### src/rtl/if_id_skid_reg_if.sv
// Handshake bundle between fetch, the IF/ID skid register and decode.
// The master is the environment (fetch + decode + redirect source) and the slave is the register.
interface if_id_skid_reg_if #(
    parameter int PC_W    = 32,
    parameter int INSTR_W = 32
);
    logic               in_valid;
    logic               in_ready;
    logic [PC_W-1:0]    in_pc;
    logic [INSTR_W-1:0] in_instr;
    logic               flush;
    logic               out_valid;
    logic               out_ready;
    logic [PC_W-1:0]    out_pc;
    logic [INSTR_W-1:0] out_instr;
    logic [1:0]         occupancy;

    modport slave (
        input  in_valid, in_pc, in_instr, flush, out_ready,
        output in_ready, out_valid, out_pc, out_instr, occupancy
    );

    modport master (
        output in_valid, in_pc, in_instr, flush, out_ready,
        input  in_ready, out_valid, out_pc, out_instr, occupancy
    );
endinterface

### src/rtl/if_id_skid_reg.sv
// IF/ID pipeline register with a two-slot skid buffer and synchronous flush.
// Every output comes straight from a flop, so in_ready has no combinational path from out_ready.
module if_id_skid_reg #(
    parameter int                 PC_W      = 32,
    parameter int                 INSTR_W   = 32,
    parameter logic [INSTR_W-1:0] NOP_INSTR = 32'h00000013
) (
    input  logic               clk,
    input  logic               reset,
    if_id_skid_reg_if.slave    bus
);
    logic               main_valid_q, main_valid_d;
    logic [PC_W-1:0]    main_pc_q,    main_pc_d;
    logic [INSTR_W-1:0] main_instr_q, main_instr_d;
    logic               skid_valid_q, skid_valid_d;
    logic [PC_W-1:0]    skid_pc_q,    skid_pc_d;
    logic [INSTR_W-1:0] skid_instr_q, skid_instr_d;
    logic [1:0]         occupancy_q,  occupancy_d;
    logic               in_ready_q,   in_ready_d;
    logic               acc_s;
    logic               drn_s;

    assign acc_s = bus.in_valid & in_ready_q;
    assign drn_s = main_valid_q & bus.out_ready;

    // Next-state for both slots; flush wins over any handshake in the same cycle.
    always_comb begin
        main_valid_d = main_valid_q;
        main_pc_d    = main_pc_q;
        main_instr_d = main_instr_q;
        skid_valid_d = skid_valid_q;
        skid_pc_d    = skid_pc_q;
        skid_instr_d = skid_instr_q;
        if (bus.flush) begin
            main_valid_d = 1'b0;
            skid_valid_d = 1'b0;
            main_instr_d = NOP_INSTR;
        end else begin
            case ({main_valid_q, skid_valid_q})
                2'b00: begin
                    if (acc_s) begin
                        main_valid_d = 1'b1;
                        main_pc_d    = bus.in_pc;
                        main_instr_d = bus.in_instr;
                    end else begin
                        main_instr_d = NOP_INSTR;
                    end
                end
                2'b10: begin
                    if (acc_s && drn_s) begin
                        main_pc_d    = bus.in_pc;
                        main_instr_d = bus.in_instr;
                    end else if (acc_s) begin
                        skid_valid_d = 1'b1;
                        skid_pc_d    = bus.in_pc;
                        skid_instr_d = bus.in_instr;
                    end else if (drn_s) begin
                        main_valid_d = 1'b0;
                        main_instr_d = NOP_INSTR;
                    end else begin
                        main_valid_d = main_valid_q;
                    end
                end
                2'b11: begin
                    // in_ready is low here, so only a drain can move data.
                    if (drn_s) begin
                        main_pc_d    = skid_pc_q;
                        main_instr_d = skid_instr_q;
                        skid_valid_d = 1'b0;
                    end else begin
                        skid_valid_d = skid_valid_q;
                    end
                end
                default: begin
                    // Skid without main is unreachable; recover to empty.
                    main_valid_d = 1'b0;
                    skid_valid_d = 1'b0;
                    main_instr_d = NOP_INSTR;
                end
            endcase
        end
        occupancy_d = {1'b0, main_valid_d} + {1'b0, skid_valid_d};
        in_ready_d  = ~skid_valid_d;
    end

    // State register with synchronous active-low reset.
    always_ff @(posedge clk) begin
        if (!reset) begin
            main_valid_q <= 1'b0;
            main_pc_q    <= {PC_W{1'b0}};
            main_instr_q <= NOP_INSTR;
            skid_valid_q <= 1'b0;
            skid_pc_q    <= {PC_W{1'b0}};
            skid_instr_q <= NOP_INSTR;
            occupancy_q  <= 2'd0;
            in_ready_q   <= 1'b1;
        end else begin
            main_valid_q <= main_valid_d;
            main_pc_q    <= main_pc_d;
            main_instr_q <= main_instr_d;
            skid_valid_q <= skid_valid_d;
            skid_pc_q    <= skid_pc_d;
            skid_instr_q <= skid_instr_d;
            occupancy_q  <= occupancy_d;
            in_ready_q   <= in_ready_d;
        end
    end

    assign bus.out_valid = main_valid_q;
    assign bus.out_pc    = main_pc_q;
    assign bus.out_instr = main_instr_q;
    assign bus.occupancy = occupancy_q;
    assign bus.in_ready  = in_ready_q;
endmodule

### src/flat_wrapper.sv
// flat-port wrapper written by rule: the top's interface ports become plain ports
module if_id_skid_reg_flat 
#(
    parameter int                 PC_W      = 32,
    parameter int                 INSTR_W   = 32,
    parameter logic [INSTR_W-1:0] NOP_INSTR = 32'h00000013
)
  (clk, reset, bus_in_valid, bus_in_pc, bus_in_instr, bus_flush, bus_out_ready, bus_in_ready, bus_out_valid, bus_out_pc, bus_out_instr, bus_occupancy);
  if_id_skid_reg_if #(.PC_W(PC_W), .INSTR_W(INSTR_W)) bus_i ();
  input  logic clk;
  input  logic reset;
  input wire logic [$bits(bus_i.in_valid)-1:0] bus_in_valid;
  input wire logic [$bits(bus_i.in_pc)-1:0] bus_in_pc;
  input wire logic [$bits(bus_i.in_instr)-1:0] bus_in_instr;
  input wire logic [$bits(bus_i.flush)-1:0] bus_flush;
  input wire logic [$bits(bus_i.out_ready)-1:0] bus_out_ready;
  output wire logic [$bits(bus_i.in_ready)-1:0] bus_in_ready;
  output wire logic [$bits(bus_i.out_valid)-1:0] bus_out_valid;
  output wire logic [$bits(bus_i.out_pc)-1:0] bus_out_pc;
  output wire logic [$bits(bus_i.out_instr)-1:0] bus_out_instr;
  output wire logic [$bits(bus_i.occupancy)-1:0] bus_occupancy;
  assign bus_i.in_valid = bus_in_valid;
  assign bus_i.in_pc = bus_in_pc;
  assign bus_i.in_instr = bus_in_instr;
  assign bus_i.flush = bus_flush;
  assign bus_i.out_ready = bus_out_ready;
  assign bus_in_ready = bus_i.in_ready;
  assign bus_out_valid = bus_i.out_valid;
  assign bus_out_pc = bus_i.out_pc;
  assign bus_out_instr = bus_i.out_instr;
  assign bus_occupancy = bus_i.occupancy;
  if_id_skid_reg #(.PC_W(PC_W), .INSTR_W(INSTR_W), .NOP_INSTR(NOP_INSTR)) u_core (.clk(clk), .reset(reset), .bus(bus_i));
endmodule
### config.mk
export PLATFORM = sky130hd
export DESIGN_NAME = if_id_skid_reg_flat
export DESIGN_NICKNAME = d
export VERILOG_FILES = /design/src/rtl/if_id_skid_reg_if.sv /design/src/rtl/if_id_skid_reg.sv /design/src/flat_wrapper.sv
export SDC_FILE = /design/constraint.sdc
export NUM_CORES = 1
export LEC_CHECK = 0
export ABC_AREA = 1
export BUFFER_PORTS_ARGS = -buffer_cell sky130_fd_sc_hd__buf_2
export CAP_MARGIN = 20
export CORE_MARGIN = 5
export CORE_UTILIZATION = 53
export CTS_CLUSTER_DIAMETER = 40
export DETAILED_ROUTE_END_ITERATION = 16
export PLACE_DENSITY = 0.87
export SKIP_LAST_GASP = 1
export SLEW_MARGIN = 20
export SYNTH_ARGS = -nofsm -noshare
export SYNTH_HDL_FRONTEND = slang
export SYNTH_SLANG_ARGS = --single-unit
### constraint.sdc
create_clock -name clk -period 1.8 [get_ports clk]
set_input_delay 0.27 -clock clk [delete_from_list [all_inputs] [get_ports clk]]
set_output_delay 0.27 -clock clk [all_outputs]
set_load 0.1 [all_outputs]
==> results of run 1 <==
-- metal layers --
metal | track usage | share of wire | vias up
met1 | 0.291 | 0.45 | 2420
met2 | 0.355 | 0.48 | 174
met3 | 0.0497 | 0.065 | 12
met4 | 0.0817 | 0.011 | 0
met5 | 0 | 0 | -
li1 | - | - | 2744
-- flip-flops by register name, summed over array words and instances (netlist names) --
name,cells
u_core.skid_pc_q,32
u_core.skid_valid_q,1
u_core.bus.out_instr,32
u_core.bus.occupancy,2
u_core.skid_instr_q,32
u_core.bus.out_pc,32
u_core.bus.out_valid,1
u_core.bus.in_ready,1
-- kinds of logic (layout without fill, tap and decap cells) --
kind of cell | Yosys count | after routing | synth area share
AO/OA/AOI/OAI | 226 | 226 | 0.204
adder cells (fa/ha/maj) | 1 | 1 | 0.00223
flip-flops | 133 | 133 | 0.474
buffers and inverters | 133 | 258 | 0.109
AND/OR/NAND/NOR | 280 | 280 | 0.211
other | 0 | 1 | 0
-- through the flow --
stage               cell area (µm²)  setup WS, ns  hold slack, ns
floorplan                      5620      0.000942           0.424
global placement               6310         0.272           0.432
detailed placement             6310         0.156           0.435
CTS                            6890        0.0694          0.0419
global route                   6890      -0.00784          0.0597
finish                         6890        0.0951          0.0664
-- layout make-up --
cell class / count / area (µm²) / area share
antenna: 1 / 2.50 / 0.000363
clock buffer: 18 / 418 / 0.0606
clock inverter: 13 / 160 / 0.0232
inverter: 74 / 278 / 0.0403
multi-input combinational: 507 / 2350 / 0.341
sequential: 133 / 2670 / 0.387
tap: 136 / 170 / 0.0247
timing repair buffer: 153 / 850 / 0.123
-- worst max path at each step --
stage,startpoint,slack (ns),endpoint,depth (start not counted)
global placement,bus_in_valid,0.27,u_core.skid_pc_q[17]$_SDFFE_PN0P_,7
global route,u_core.bus.in_ready$_SDFF_PN1_,-0.008,u_core.skid_pc_q[27]$_SDFFE_PN0P_,6
floorplan,u_core.bus.out_valid$_SDFF_PN0_,0.0009,u_core.bus.occupancy[0]$_SDFF_PN0_,9
finish,u_core.bus.out_valid$_SDFF_PN0_,0.1,bus_out_valid,1
detailed placement,bus_in_valid,0.16,u_core.skid_pc_q[31]$_SDFFE_PN0P_,7
CTS,u_core.bus.out_valid$_SDFF_PN0_,0.07,bus_out_valid,1
-- power by group through the flow --
stage          registers, mW  logic, mW  clock network (mW)
3_3_place_gp            3.14       1.07                   0
5_1_grt                 3.09       1.16                3.55
2_1_floorplan           3.67      0.312                   0
3_5_place_dp            3.15       1.07                   0
4_1_cts                 3.08       1.08                3.40
6_report                3.08       1.08                3.36
-- cells in the final DEF, fill, tap and decap left out, types with 2 or more instances in the layout --
| cell type | instances |
|---|---|
| clkinvlp_4 | 2 |
| buf_2 | 136 |
| o21ai_0 | 121 |
| inv_2 | 2 |
| dfxtp_1 | 131 |
| clkinv_2 | 4 |
| nand4_1 | 2 |
| buf_12 | 3 |
| inv_1 | 72 |
| clkbuf_16 | 16 |
| nor2_1 | 41 |
| nand3_1 | 30 |
| nand2_2 | 3 |
| dfxtp_2 | 2 |
| o21ai_1 | 8 |
| buf_4 | 13 |
| bufinv_16 | 3 |
| nor2_4 | 2 |
| o211ai_1 | 2 |
| a21oi_1 | 94 |
| nor3b_1 | 2 |
| clkinv_4 | 4 |
| nor3_1 | 33 |
| nand2_1 | 164 |
-- timing repair --
| action | CTS | global route |
|---|---|---|
| hold buffers | 0 | 0 |
| setup endpoints to repair | 0 | 1 |
| buffers inserted | 0 | 0 |
| resized for setup | 0 | 1 |
==> out/results.ini, run 1 <==
[status]
status=completed

[grt]
antenna_found_initial=0
grt_start_max_net_pins=101
grt_pass1_wl_mm=23.5
grt_pass1_vias=5098
track_usage=0.221
overflow=0

[detailed_routing]
vias=5350
drtAntennaViolNets=0
vias_per_cell=5.17
drc_errors=0
avgRoutedWirePerCell_um=13.4
routed_wl_mm=13.9
firstDrtPassIters=5
drt-initial-drc-count=442

[worst_setup_path]
critPathBufInv=1
critPathRequiredTime_ns=1.53
rrSetupSlack_ns=0.18
rr_worst_depth=6
reg2reg_to=u_core.skid_instr_q[29]$_SDFFE_PN0P_
critPathSlowestCell=buf_2
r2r_start=u_core.bus.in_ready$_SDFF_PN1_
worstSetupPathType=reg -> out
worstPathCellList=buf_2
endpoint_kind=output port
max_stage_delay_ns=0.48
cp_top_family=buffers and inverters
cp_data_arrival_time_ns=1.43
cp_max_fo=8
critPathLaunchType=register

[final_layout]
fin_nets=956
area_delta_synth_final_pct=22.7
instances_no_fill=1035
fin_util=0.668
drive_gt1_frac=0.218
n_fill_cell=923

[power]
power_leakage_nw=3.10
worst_ir_drop_vdd_mv=0.627
power_per_cell_area_nw_per_um2=1090
p_total_mw=7.52
p_comb_frac=0.144
p_sw_mw=2.15
pwr-share-clk=0.446
p_seq_frac=0.410
swShare=0.286
cell_internal_pwr_mw=5.37

[logic_synthesis]
yosys_register_bits=133
synth_enable_flop_cells=0
synth.most_common_cell=nand2_1
yosys-top-cells-count=nand2_1, dfxtp_1, o21ai_0, a21oi_1, inv_1
yosys-top-cells-area=dfxtp_1, nand2_1, o21ai_0
synth_area_um2=5620
synthesis.nets=843
synthesis.instances=773
synth_warnings=0
synthArstFlopShare=0
yosysTopAreaCellShare=0.474
syn_area_per_cell_um2=7.27
synth_ff_type=dfxtp_1
ys_seq_area_frac=0.474
synth_cell_types=26
yosysTopAreaCell=dfxtp_1

[place]
gp_congestion=0.887
hpwlAfterDp_mm=8.77
dpl.cell_count=1003
io_buffers=136

[sta]
rsz0062_at_grt=yes
period_minus_slack_ns=1.70
setup_viol=0
fin_crit_sh=0.947
finClkSkew_ns=0.0103
slew_violations=0
final-hold-violation-count=0
slew_headroom=0.640
fin_tns_setup_ns=0
fmax_mhz=587
tightest_slew_ns=0.540

[floorplan]
coreArea_um2=10300
io_pins=137
core.rowCount=37
start_util=0.544
dieHeight_um=113
die_area_um2=12800
die_w_um=113

[hold_path]
hold_end=u_core.skid_instr_q[5]$_SDFFE_PN0P_
hold_class=in -> reg
hold_path.startpoint=bus_in_instr[5]
min_path_cells=3

[cts]
cts_buffer_depth=2
cts_inserted_buffers=17
clk_pin_slew_worst_paths_ns=0.06
h-tree-depth=4
clockRootBuffer=clkbuf_8
clock_sink_count=133
cts_tree=done
clk_latency_ns=0.50

[flow_run]
drv_cap=0

Note: power is estimated with default switching activity, not from simulation.
==> run 2: changes to the inputs <==
--- a/config.mk
+++ b/config.mk
@@ -12,9 +12,9 @@
 export CORE_UTILIZATION = 53
 export CTS_CLUSTER_DIAMETER = 40
 export DETAILED_ROUTE_END_ITERATION = 16
+export GPL_TIMING_DRIVEN = 0
 export PLACE_DENSITY = 0.87
 export SKIP_LAST_GASP = 1
-export SLEW_MARGIN = 20
 export SYNTH_ARGS = -nofsm -noshare
 export SYNTH_HDL_FRONTEND = slang
 export SYNTH_SLANG_ARGS = --single-unit
==> run 2 against run 1 <==
Final area is 3.2% higher. Largest cell class unchanged. First-iteration DRC count is 19% lower. Largest power group unchanged. Core utilization is 2.1 points higher. Critical endpoint is now u_core.bus.occupancy[0]$_SDFF_PN0_. Critical path depth is 7 higher. Setup slack worse by 0.017 ns. Wire length is 9.1% higher. Die area stayed put.
==> out/results.ini, run 2 (synthesis gave the netlist of run 1 again) <==
[status]
status=completed

[cts]
clk_latency_ns=0.50  ; about the same
cts_tree=done
clockRootBuffer=clkbuf_8
cts_resized=0  ; unchanged
cts_inserted_buffers=17  ; unchanged
cts_hold_repair.buffers=0  ; unchanged
post-cts-setup-buffers=0  ; unchanged
clock_sink_count=133  ; unchanged
h-tree-depth=4  ; unchanged
cts_buffer_depth=2  ; unchanged
clk_pin_slew_worst_paths_ns=0.06  ; about the same

[detailed_routing]
wl_met3_um=903  ; +0.33%
met1_length_mm=6.83  ; +9.7%
avgRoutedWirePerCell_um=14.1  ; +4.9%
wl_met2_mm=7.17  ; +8.7%
drt-initial-drc-count=358  ; -19%
drc_errors=0  ; unchanged
vias_per_cell=5.21  ; +0.88%
routed_wl_mm=15.1  ; +9.1%
top_layer_used=met5
drtAntennaViolNets=0  ; unchanged
vias=5616  ; +5.0%
firstDrtPassIters=6  ; +1

[grt]
grt_pass1_wl_mm=24.8  ; +5.6%
grt_start_max_net_pins=17  ; -83%
overflow=0  ; unchanged
track_usage=0.237  ; +0.0159
antenna_found_initial=1  ; +1
grt_pass1_vias=5175  ; +1.5%

[final_layout]
post-route-cell-area_um2=7110  ; +3.2%
instances_no_fill=1077  ; +4.1%
final_common_cell=nand2_1
fin_util=0.689  ; +0.0213
drive_gt1_frac=0.222  ; +0.00384
fin_nets=998  ; +4.4%
num_antenna_cells=0  ; -1
n_fill_cell=877  ; -5.0%
final_cell_mix=nand2_1, buf_2, dfxtp_1, o21ai_0, a21oi_1
area_delta_synth_final_pct=26.6

[sta]
fmax_mhz=581  ; -0.96%
final-hold-violation-count=0  ; unchanged
fin_tns_setup_ns=0  ; unchanged
slew_headroom=0.629  ; -0.0111
fin_crit_sh=0.956  ; +0.00922
period_minus_slack_ns=1.72  ; +0.0166 ns
finClkSkew_ns=0.0113  ; +0.000972 ns
slew_violations=0  ; unchanged
rsz0062_at_grt=no
tightest_slew_ns=0.557  ; +0.0166 ns
setup_viol=0  ; unchanged

[worst_setup_path]
endpoint_kind=register
critPathLaunchType=register
critPathRequiredTime_ns=2.20  ; +0.67 ns
worstSetupPathType=reg -> reg
cp_max_fo=10  ; +2
cp_data_arrival_time_ns=2.12  ; +0.69 ns
rrSetupSlack_ns=0.08  ; -0.10 ns

[power]
swShare=0.279  ; -0.00720
power_leakage_nw=3.23  ; +4.0%
p_seq_frac=0.390  ; -0.020
worst_ir_drop_vdd_mv=0.522  ; -17%
p_total_mw=7.90  ; +5.1%
p_comb_frac=0.140  ; -0.004
cell_internal_pwr_mw=5.70  ; +6.1%
power_per_cell_area_nw_per_um2=1110  ; +1.8%
p_sw_mw=2.20  ; +2.4%
pwr-share-clk=0.470  ; +0.024

[hold_path]
hold_class=in -> reg

[floorplan]
start_util=0.544  ; unchanged
coreArea_um2=10300  ; unchanged
dieHeight_um=113  ; unchanged
die_w_um=113  ; unchanged
core.rowCount=37  ; unchanged
die_area_um2=12800  ; unchanged
io_pins=137  ; unchanged

[place]
hpwlAfterDp_mm=10.8  ; +23%
gp_congestion=0.865  ; -2.5%
dpl.cell_count=1045  ; +4.2%
dpl_cell_area_um2=6470  ; +2.6%
io_buffers=136  ; unchanged

[flow_run]
drv_cap=0  ; unchanged

==> run 2: routing by layer <==
layer / track usage / up-vias
met5: 0 / -
met4: 0.0857 / 2
met3: 0.0449 / 23
met2: 0.376 / 196
met1: 0.322 / 2559
li1: - / 2836
==> run 2: cell type report <==
| type | count | area, µm² | share of cell area |
|---|---|---|---|
| plain buffers | 59 | 334 | 0.0470 |
| clock buffers | 23 | 477 | 0.0670 |
| clock inverters | 9 | 164 | 0.0230 |
| inverters | 74 | 278 | 0.0391 |
| multi-input cells | 507 | 2340 | 0.330 |
| flip-flops and latches | 133 | 2670 | 0.375 |
| well taps | 136 | 170 | 0.0239 |
| repair buffers | 136 | 681 | 0.0957 |
==> run 2: power by group through the flow <==
stage	registers [mW]	logic [mW]	clock network [mW]
after global placement	3.14	1.08	0
after CTS	3.08	1.10	3.74
final	3.08	1.10	3.72
after global routing	3.09	1.18	3.91
after detailed placement	3.14	1.09	0
after floorplan	3.67	0.312	0
==> run 2: worst paths after layout <==
path / depth (start not counted) / start / to
max: 8 / u_core.bus.in_ready$_SDFF_PN1_ / u_core.bus.occupancy[0]$_SDFF_PN0_
min: 3 / bus_in_pc[3] / u_core.skid_pc_q[3]$_SDFFE_PN0P_
max reg2reg: 8 / u_core.bus.in_ready$_SDFF_PN1_ / u_core.bus.occupancy[0]$_SDFF_PN0_
min reg2reg: 2 / u_core.skid_instr_q[24]$_SDFFE_PN0P_ / u_core.skid_instr_q[24]$_SDFFE_PN0P_
==> run 2: metrics by stage <==
| stage | worst slack (ns) | hold slack (ns) |
|---|---|---|
| detailed placement | 0.122 | 0.435 |
| global placement | 0.139 | 0.432 |
| floorplan | 0.000942 | 0.424 |
| CTS | 0.108 | 0.0395 |
| global route | 0.0191 | 0.0543 |
| finish | 0.0785 | 0.0603 |
==> run 2: critical path, cell delays in order, from the launching register on <==
cell	delay [ns]
dfxtp_2	0.34
nand2_1	0.15
nor2_1	0.28
buf_2	0.29
nor3_1	0.08
nor2_1	0.13
ha_1	0.24
nand2_1	0.07
inv_1	0.05
==> run 3: changes to the inputs <==
--- a/config.mk
+++ b/config.mk
@@ -5,15 +5,14 @@
 export SDC_FILE = /design/constraint.sdc
 export NUM_CORES = 1
 export LEC_CHECK = 0
-export ABC_AREA = 1
 export BUFFER_PORTS_ARGS = -buffer_cell sky130_fd_sc_hd__buf_2
 export CAP_MARGIN = 20
 export CORE_MARGIN = 5
-export CORE_UTILIZATION = 53
+export CORE_UTILIZATION = 55
 export CTS_CLUSTER_DIAMETER = 40
 export DETAILED_ROUTE_END_ITERATION = 16
 export GPL_TIMING_DRIVEN = 0
-export PLACE_DENSITY = 0.87
+export PLACE_DENSITY = 0.88
 export SKIP_LAST_GASP = 1
 export SYNTH_ARGS = -nofsm -noshare
 export SYNTH_HDL_FRONTEND = slang
==> run 3 against run 2 <==
Core utilization is essentially flat. Final cell count rose by 1.3%. Critical endpoint is now u_core.skid_instr_q[10]$_SDFFE_PN0P_. Non-clock buffer count grew 23.
==> out/results.ini, run 3 <==
[worst_setup_path]
crit_path_end=u_core.skid_instr_q[10]$_SDFFE_PN0P_
rr_worst_depth=5  ; -3
reg2reg_to=u_core.skid_instr_q[10]$_SDFFE_PN0P_
cp_max_fo=10  ; unchanged
rrSetupSlack_ns=0.05  ; -0.03 ns
endpoint_kind=register
critPathSlowestCell=or4b_1
worstPathCellList=or4b_1 -> buf_4 -> clkbuf_2 -> o21ai_0 -> a21boi_1
setup.worst_path.start=u_core.skid_valid_q$_SDFF_PN0_
cp_data_arrival_time_ns=2.06  ; -0.06 ns
critPathLaunchType=register
r2r_start=u_core.skid_valid_q$_SDFF_PN0_
critPathRequiredTime_ns=2.11  ; -0.09 ns
worstSetupPathType=reg -> reg
max_stage_delay_ns=0.58  ; +0.24 ns

[detailed_routing]
drt-initial-drc-count=466  ; +30%
avgRoutedWirePerCell_um=17.0  ; +21%
drc_errors=0  ; unchanged
drtAntennaViolNets=0  ; unchanged
routed_wl_mm=18.5  ; +22%
vias_per_cell=5.86  ; +12%
met1_length_mm=7.83  ; +15%
wl_met3_mm=1.63  ; +81%
wl_met2_mm=8.35  ; +16%
vias=6395  ; +14%
top_layer_used=met4
firstDrtPassIters=5  ; -1

[final_layout]
drive_gt1_frac=0.211  ; -0.0111
area_delta_synth_final_pct=22.0
final_cell_mix=buf_2, dfxtp_1, o21ai_0, nand3_1, clkbuf_1
fin_nets=1007  ; +0.90%
final_common_cell=buf_2
num_antenna_cells=0  ; unchanged
post-route-cell-area_um2=7900  ; +11%

[logic_synthesis]
yosysTopAreaCellShare=0.411  ; -0.0631
synth_warnings=0  ; unchanged
yosys-top-cells-count=dfxtp_1, o21ai_0, nand3_1, clkbuf_1, a21boi_0
synth_top_family_by_area=compound AO/OA/AOI/OAI gates
synthesis.nets=855  ; +1.4%
synth_compound_area_frac=0.246  ; +0.0420
synthesis.instances=785  ; +1.6%
yosysTopAreaCell=dfxtp_1
synth_cell_types=33  ; +27%
synth_xor_area_frac=0  ; unchanged
synth_ff_type=dfxtp_1
synthArstFlopShare=0  ; unchanged
synthAdderAreaFrac=0.00193  ; -0.000296
syn_area_per_cell_um2=8.25  ; +14%
synth_enable_flop_cells=0  ; unchanged
synth.most_common_cell=dfxtp_1
yosys_register_bits=133  ; unchanged
synth.area.mux_share=0.0494  ; +0.0494
synthSimpleGateAreaFrac=0.230  ; +0.0189
synth_area_um2=6480  ; +15%
ys_seq_area_frac=0.411  ; -0.0631
yosys-top-cells-area=dfxtp_1, o21ai_0, nand3_1

[sta]
fin_ws_ns=0.0498  ; -0.0287 ns
slew_violations=0  ; unchanged
period_minus_slack_ns=1.75  ; +0.0287 ns
fin_crit_sh=0.972  ; +0.0159
fmax_mhz=571  ; -1.6%
setup_viol=0  ; unchanged
tightest_slew_ns=0.665  ; +0.108 ns
fin_tns_setup_ns=0  ; unchanged
rsz0062_at_grt=yes
finClkSkew_ns=0.00700  ; -0.00426 ns
hold-worst-slack_ns=0.113  ; +0.0530 ns
slew_headroom=0.557  ; -0.0721
final-hold-violation-count=0  ; unchanged

[cts]
post-cts-setup-buffers=0  ; unchanged
clockRootBuffer=clkbuf_16
clk_pin_slew_worst_paths_ns=0.05  ; about the same
cts_inserted_buffers=17  ; unchanged
cts_hold_repair.buffers=0  ; unchanged
cts_tree=done
cts_buffer_depth=2  ; unchanged
clk_latency_ns=0.42  ; -0.08 ns
h-tree-depth=4  ; unchanged
clock_sink_count=133  ; unchanged
cts_resized=7  ; +7

[grt]
grt_start_max_net_pins=17  ; unchanged
grt_pass1_wl_mm=30.1  ; +21%
antenna_found_initial=0  ; -1
overflow=0  ; unchanged
grt_pass1_vias=6139  ; +19%
track_usage=0.258  ; +0.0210

[power]
worst_ir_drop_vdd_mv=0.768  ; +47%
p_total_mw=7.34  ; -7.1%
power_leakage_nw=3.40  ; +5.4%
power_per_cell_area_nw_per_um2=929  ; -16%

[place]
gp_congestion=0.892  ; +3.2%
hpwlAfterDp_mm=13.0  ; +21%
dp_slack_ns=-0.323  ; -0.445 ns
dpl_cell_area_um2=7340  ; +13%
io_buffers=135  ; -0.74%

[floorplan]
die_w_um=119  ; +4.9%
core.rowCount=39  ; +5.4%
die_area_um2=14100  ; +10%
start_util=0.565  ; +0.0209
coreArea_um2=11500  ; +11%
dieHeight_um=119  ; +4.9%
io_pins=137  ; unchanged

[hold_path]
min_path_cells=3  ; unchanged
hold_class=in -> reg

[status]
status=completed

[flow_run]
drv_cap=0  ; unchanged

## run 3: how the worst min path moves through the flow
| stage | from | end |
|---|---|---|
| after floorplan | bus_flush | u_core.bus.in_ready$_SDFF_PN1_ |
| after global placement | u_core.bus.out_pc[10]$_SDFFE_PN0P_ | u_core.bus.out_pc[10]$_SDFFE_PN0P_ |
| after detailed placement | u_core.bus.out_pc[7]$_SDFFE_PN0P_ | u_core.bus.out_pc[7]$_SDFFE_PN0P_ |
| after CTS | bus_in_instr[4] | u_core.skid_instr_q[4]$_SDFFE_PN1P_ |
| after global routing | bus_in_pc[3] | u_core.skid_pc_q[3]$_SDFFE_PN0P_ |
| final | bus_in_pc[17] | u_core.skid_pc_q[17]$_SDFFE_PN0P_ |
## run 3: cell families after synthesis
kind of cell	count (synthesis)
AND/OR/NAND/NOR	280
flip-flops	133
buffers and inverters	85
adder cells (fa/ha/maj)	1
multiplexers	32
AO/OA/AOI/OAI	254
## run 3: per-stage QoR
stage	util	cells
2_1_floorplan	-	785
3_3_place_gp	0.640	1063
3_5_place_dp	0.640	1063
4_1_cts	0.687	1092
5_1_grt	0.689	1091
6_report	0.689	1091
## run 3: final cells by class
class | instances | area [µm²]
tap | 143 | 179
fill | 926 | 3560
buffer | 83 | 419
clock buffer | 25 | 485
clock inverter | 5 | 50.0
multi-input combinational | 567 | 3420
sequential | 133 | 2670
timing repair buffer | 135 | 676
## run 3: critical path: cells and delay by family, from the launching register on
| family | cells | cell delay, ns |
|---|---|---|
| AND/OR/NAND/NOR | 1 | 0.58 |
| buffers and inverters | 2 | 0.41 |
| flip-flops | 1 | 0.36 |
| AO/OA/AOI/OAI | 2 | 0.29 |
## run 3: power by group
part | internal (mW) | switching (mW)
clock network | 1.98 | 1.21
logic | 0.270 | 0.823
registers | 3.02 | 0.0403
## run 3: layer usage
layer / global-route usage / vias up
met4: 0.123 / 0
met5: 0 / -
met3: 0.0688 / 58
met2: 0.387 / 298
met1: 0.345 / 2964
li1: - / 3075
